**src/rtl/alu_op_sequencer.sv**
```systemverilog
// ALU operation sequencer: decodes an opcode, drives a one-hot ALU select
// for a per-op number of cycles, then captures the ALU result.
module alu_op_sequencer #(
  parameter int MUL_CYCLES = 2,
  parameter int DIV_CYCLES = 4
) (
  input  logic        clock,
  input  logic        clear,
  input  logic        start,
  input  logic [4:0]  opcode,
  input  logic [31:0] operand_a,
  input  logic [31:0] operand_b,
  input  logic [31:0] alu_chigh,
  input  logic [31:0] alu_clow,
  output logic [31:0] alu_a,
  output logic [31:0] alu_b,
  output logic [13:0] op_strobe,
  output logic [31:0] z_high,
  output logic [31:0] z_low,
  output logic        busy,
  output logic        done,
  output logic        illegal
);

  typedef enum logic [1:0] {
    IDLE,
    EXEC,
    DONE
  } state_t;

  state_t      state;
  state_t      state_nx;
  logic [3:0]  cnt;
  logic [13:0] sel;
  logic [13:0] dec_sel;
  logic [3:0]  dec_n;
  logic        dec_ok;
  logic        ill_r;
  logic        last;

  assign last = (cnt == 4'd1);

  // Opcode to one-hot select and EXEC cycle count
  always_comb begin
    dec_sel = '0;
    unique case (opcode)
      5'b00011: dec_sel[0]  = 1'b1;
      5'b00100: dec_sel[1]  = 1'b1;
      5'b01111: dec_sel[2]  = 1'b1;
      5'b10000: dec_sel[3]  = 1'b1;
      5'b01010: dec_sel[4]  = 1'b1;
      5'b01011: dec_sel[5]  = 1'b1;
      5'b00101: dec_sel[6]  = 1'b1;
      5'b00110: dec_sel[7]  = 1'b1;
      5'b00111: dec_sel[8]  = 1'b1;
      5'b01000: dec_sel[9]  = 1'b1;
      5'b01001: dec_sel[10] = 1'b1;
      5'b10001: dec_sel[11] = 1'b1;
      5'b10010: dec_sel[12] = 1'b1;
      5'b11111: dec_sel[13] = 1'b1;
      default:  dec_sel     = '0;
    endcase
    dec_ok = |dec_sel;
    if (dec_sel[2])
      dec_n = 4'(MUL_CYCLES);
    else if (dec_sel[3])
      dec_n = 4'(DIV_CYCLES);
    else
      dec_n = 4'd1;
  end

  // Next-state logic
  always_comb begin
    state_nx = state;
    unique case (state)
      IDLE: begin
        if (start)
          state_nx = dec_ok ? EXEC : DONE;
      end
      EXEC: begin
        if (last)
          state_nx = DONE;
      end
      DONE:    state_nx = IDLE;
      default: state_nx = IDLE;
    endcase
  end

  // State register
  always_ff @(posedge clock or negedge clear) begin
    if (!clear)
      state <= IDLE;
    else
      state <= state_nx;
  end

  // Operand latch, cycle counter and result capture
  always_ff @(posedge clock or negedge clear) begin
    if (!clear) begin
      alu_a  <= '0;
      alu_b  <= '0;
      z_high <= '0;
      z_low  <= '0;
      cnt    <= '0;
      sel    <= '0;
      ill_r  <= 1'b0;
    end else begin
      unique case (state)
        IDLE: begin
          ill_r <= start & ~dec_ok;
          if (start && dec_ok) begin
            alu_a <= operand_a;
            alu_b <= operand_b;
            cnt   <= dec_n;
            sel   <= dec_sel;
          end
        end
        EXEC: begin
          if (last) begin
            cnt    <= '0;
            z_low  <= alu_clow;
            z_high <= (sel[2] | sel[3]) ? alu_chigh : '0;
          end else begin
            cnt <= cnt - 4'd1;
          end
        end
        default: ;
      endcase
    end
  end

  assign busy      = (state != IDLE);
  assign done      = (state == DONE);
  assign illegal   = done & ill_r;
  assign op_strobe = (state == EXEC) ? sel : '0;

endmodule

```
**config.mk**
```make
export PLATFORM = sky130hd
export DESIGN_NAME = alu_op_sequencer
export DESIGN_NICKNAME = d
export VERILOG_FILES = /design/src/rtl/alu_op_sequencer.sv
export SDC_FILE = /design/constraint.sdc
export NUM_CORES = 1
export LEC_CHECK = 0
export CORE_MARGIN = 2
export CORE_UTILIZATION = 33
export CTS_CLUSTER_DIAMETER = 40
export CTS_CLUSTER_SIZE = 8
export DETAILED_ROUTE_END_ITERATION = 16
export GPL_TIMING_DRIVEN = 0
export PLACE_DENSITY = 0.74
export SLEW_MARGIN = 20
export SYNTH_ARGS = -nofsm -noshare
export SYNTH_HDL_FRONTEND = slang
export SYNTH_SLANG_ARGS = --single-unit
```
**constraint.sdc**
```tcl
create_clock -name clock -period 2 [get_ports clock]
set_input_delay 0.3 -clock clock [delete_from_list [all_inputs] [get_ports clock]]
set_output_delay 0.3 -clock clock [all_outputs]
set_load 0.01 [all_outputs]
```
==> results of run 1 <==
-- power by group through the flow --
stage	sequential, mW	clock, mW	combinational (mW)
floorplan	5.67	0	2.06
global placement	5.09	0	6.02
detailed placement	5.15	0	6.10
CTS	5.09	3.17	6.22
global route	5.24	3.31	6.70
finish	5.08	3.09	6.13
-- critical path: stages (launching register included) --
cell and delay, ps:
dfrtp_2 400, nor2b_1 130, clkbuf_8 150, and2_1 170
dlygate4sd2_1 300
-- layer usage --
metal,global-route usage,up-vias
met3,0.0861,12
li1,-,2632
met5,0,-
met1,0.222,2565
met4,0.0412,0
met2,0.297,217
-- area by class of cell --
type | instances | share of cell area
flip-flops and latches | 149 | 0.373
repair buffers | 283 | 0.280
multi-input cells | 435 | 0.232
clock buffers | 19 | 0.0443
well taps | 234 | 0.0293
plain buffers | 39 | 0.0285
clock inverters | 13 | 0.0119
inverters | 3 | 0.00113
-- flip-flops by register name, indices dropped and copies added (netlist names) --
name / count
z_low: 32
alu_a: 32
sel: 14
z_high: 32
state: 2
cnt: 4
ill_r: 1
alu_b: 32
-- kinds of logic after synthesis --
kind of cell	after synthesis	synth area share
mux	32	0.0761
simple gates	329	0.215
buf+inv	42	0.0428
flops	149	0.590
fa+ha+maj	2	0.00396
compound gates	72	0.0715
-- metrics by stage --
stage / hold slack [ps] / util / std cells
6_report: 161 / 0.533 / 1175
3_5_place_dp: 305 / 0.502 / 1139
5_1_grt: 143 / 0.533 / 1175
3_3_place_gp: 454 / 0.500 / 1138
4_1_cts: 142 / 0.534 / 1175
2_1_floorplan: 4.41 / - / 626
-- final timing paths --
| path | to | slack (ps) | cells past startpoint |
|---|---|---|---|
| setup / recovery | op_strobe[1] | 140 | 4 |
| hold / removal | sel[1] | 160 | 2 |
| setup reg to reg | alu_b[29] | 180 | 8 |
| hold reg to reg | sel[4] | 470 | 2 |
| max in group asynchronous | state[0] | 770 | 3 |
| min in group asynchronous | z_high[13] | 420 | 2 |
-- placed cells by master, fill, tap and decap left out, types with 5 or more instances in the layout --
cell type | synthesis | routed
a21oi_1 | 9 | 9
and2_1 | 17 | 17
buf_2 | 12 | 14
buf_4 | 2 | 6
buf_6 | 12 | 12
clkbuf_1 | 13 | 11
clkbuf_16 | 0 | 17
clkbuf_2 | 0 | 6
clkdlybuf4s50_1 | 0 | 260
dfrtp_1 | 149 | 148
dlygate4sd2_1 | 0 | 6
inv_6 | 0 | 5
mux2_4 | 32 | 32
nand2_1 | 278 | 277
nand2b_1 | 7 | 7
nand3_1 | 5 | 5
nor2_1 | 5 | 5
o21ai_0 | 21 | 21
o21ai_1 | 16 | 16
o31ai_1 | 7 | 7
-- what timing repair did --
item	4_1_cts	5_1_grt
buffers inserted	3	0
hold buffers	1	0
resized for setup	38	14
hold endpoints to repair	70	0
setup endpoints to repair	15	66
==> impl_metrics.csv, run 1 <==
group,metric,value,unit
yosys,synth_edf_count,0,
worst_hold_path,worstHoldStart,"opcode[0]",
yosys,synthTopCellsByCount,"nand2_1 (278), dfrtp_1 (149), mux2_4 (32)",
floorplanning,core_area,0.0188,mm2
route,drt-met1-wl,7.65,mm
placed_design,dp_hpwl,13.6,mm
route,drt-total-wl,18.4,mm
worst_hold_path,hold_class,"in -> reg",
layout,final_cell_area,0.0100,mm2
route,drcViolationCount,0,
yosys,synth_cell_types,39,
yosys,synth_nets,764,
timing,fin_worst_skew,12.7,ps
yosys,synth.top_cell.area_share,0.590,
power_and_ir_drop,switching_power,4.65,mW
timing,tns,0,ps
critical_path,crit_required,1700,ps
timing,max_slew_margin,0.625,
layout,area_growth,58.4,%
clock_tree,cts_tree,"built",
power_and_ir_drop,leakage,4.70,nW
yosys,synth.most_common_cell,"nand2_1",
timing,fmax,537,MHz
yosys,synth_ff_type,"dfrtp_1",
route,wl_met3,1.97,mm
power_and_ir_drop,peakVddDrop,0.737,mV
yosys,synth_area_leader_cell,"dfrtp_1",
yosys,seq_area_frac_synth,0.590,
layout,num-nets-final,1066,
layout,seqCellArea,0.00373,mm2
route,antenna_left,0,
floorplanning,fp.dieW,142,um
route,drtPass1Iterations,4,
yosys,synth_area_per_cell,10.1,um2
layout,fillers,1684,
floorplanning,dieArea,0.0203,mm2
floorplanning,num_rows,50,
timing,hold_viol,0,
route,top_layer,"met4",
yosys,synthesis.instances,626,
yosys,syn_area,0.00631,mm2
route,wl_met2,8.64,mm
critical_path,worstSetupStartpointType,"flop",
layout,num_antenna_cells,0,
timing,drv_slew,0,
grt,grt_overflow,0,
power_and_ir_drop,powerDensity,1430,mW/mm2
placed_design,post-place-ws,-523,ps
clock_tree,numCtsBuffers,17,
power_and_ir_drop,switching_share,0.325,
route,avgViaCountPerCell,4.62,
layout,multiInputGateArea,0.00232,mm2
timing,min_period,1860,ps
grt,grt_pass1_wl,28.6,mm
clock_tree,ctsHtreeMaxLevel,4,
yosys,ys_async_sr_fraction,1.00,
clock_tree,clock_latency,420,ps
grt,antenna_found_initial,0,
power_and_ir_drop,share_comb_of_total_power,0.429,
run,drv_cap,0,
critical_path,critical_path_class,"reg -> out",
floorplanning,initial_core_util,0.336,
yosys,ys_ff_latch,149,
grt,grt_pass1_vias,5325,
route,drt-initial-drc-count,211,
critical_path,path_max_fanout,7,
critical_path,crit_start,"state[0]",
clock_tree,clk_path_buf_depth,2,
floorplanning,io_pins,281,
grt,grt_max_degree,80,
yosys,yosys_warnings,0,
power_and_ir_drop,power_frac_seq,0.355,
grt,grt_usage,0.183,
placed_design,gp_congestion,0.753,
timing,fin_ws,136,ps
placed_design,io_buffers,278,
clock_tree,path_clk_slew,60,ps
critical_path,worstSetupEndpointType,"primary output",
placed_design,post_dp_cell_area,0.00942,mm2
route,via_count,5426,
status,status,"finished, final reports clean",
critical_path,cp.arrival,1560,ps
layout,drive_above_1_share,0.126,
power_and_ir_drop,power,14.3,mW
timing,rsz0062_at_grt,"no",
timing,finalSetupViolations,0,
timing,fin_crit_sh,0.932,
route,wire_per_inst,15.7,um
power_and_ir_drop,intPower,9.66,mW
critical_path,r2r-start,"state[0]",
timing,worst_pin_slew,562,ps
yosys,synth_area_leaders,"dfrtp_1 (59%), nand2_1 (17%), mux2_4 (7.6%), buf_6 (2.1%), and2_1 (1.7%)",
power_and_ir_drop,clock_power_share,0.216,
clock_tree,root_buffer,"clkbuf_16",
floorplanning,die_y,142,um
clock_tree,clock_sinks,149,
Note: power is estimated with default switching activity, not from simulation.
==> run 2: changes to the inputs <==
--- a/config.mk
+++ b/config.mk
@@ -7,7 +7,6 @@
 export LEC_CHECK = 0
 export CORE_MARGIN = 2
 export CORE_UTILIZATION = 33
-export CTS_CLUSTER_DIAMETER = 40
 export CTS_CLUSTER_SIZE = 8
 export DETAILED_ROUTE_END_ITERATION = 16
 export GPL_TIMING_DRIVEN = 0
==> results of run 2 <==
Final layout, timing and power as in run 1 (identical DEF).
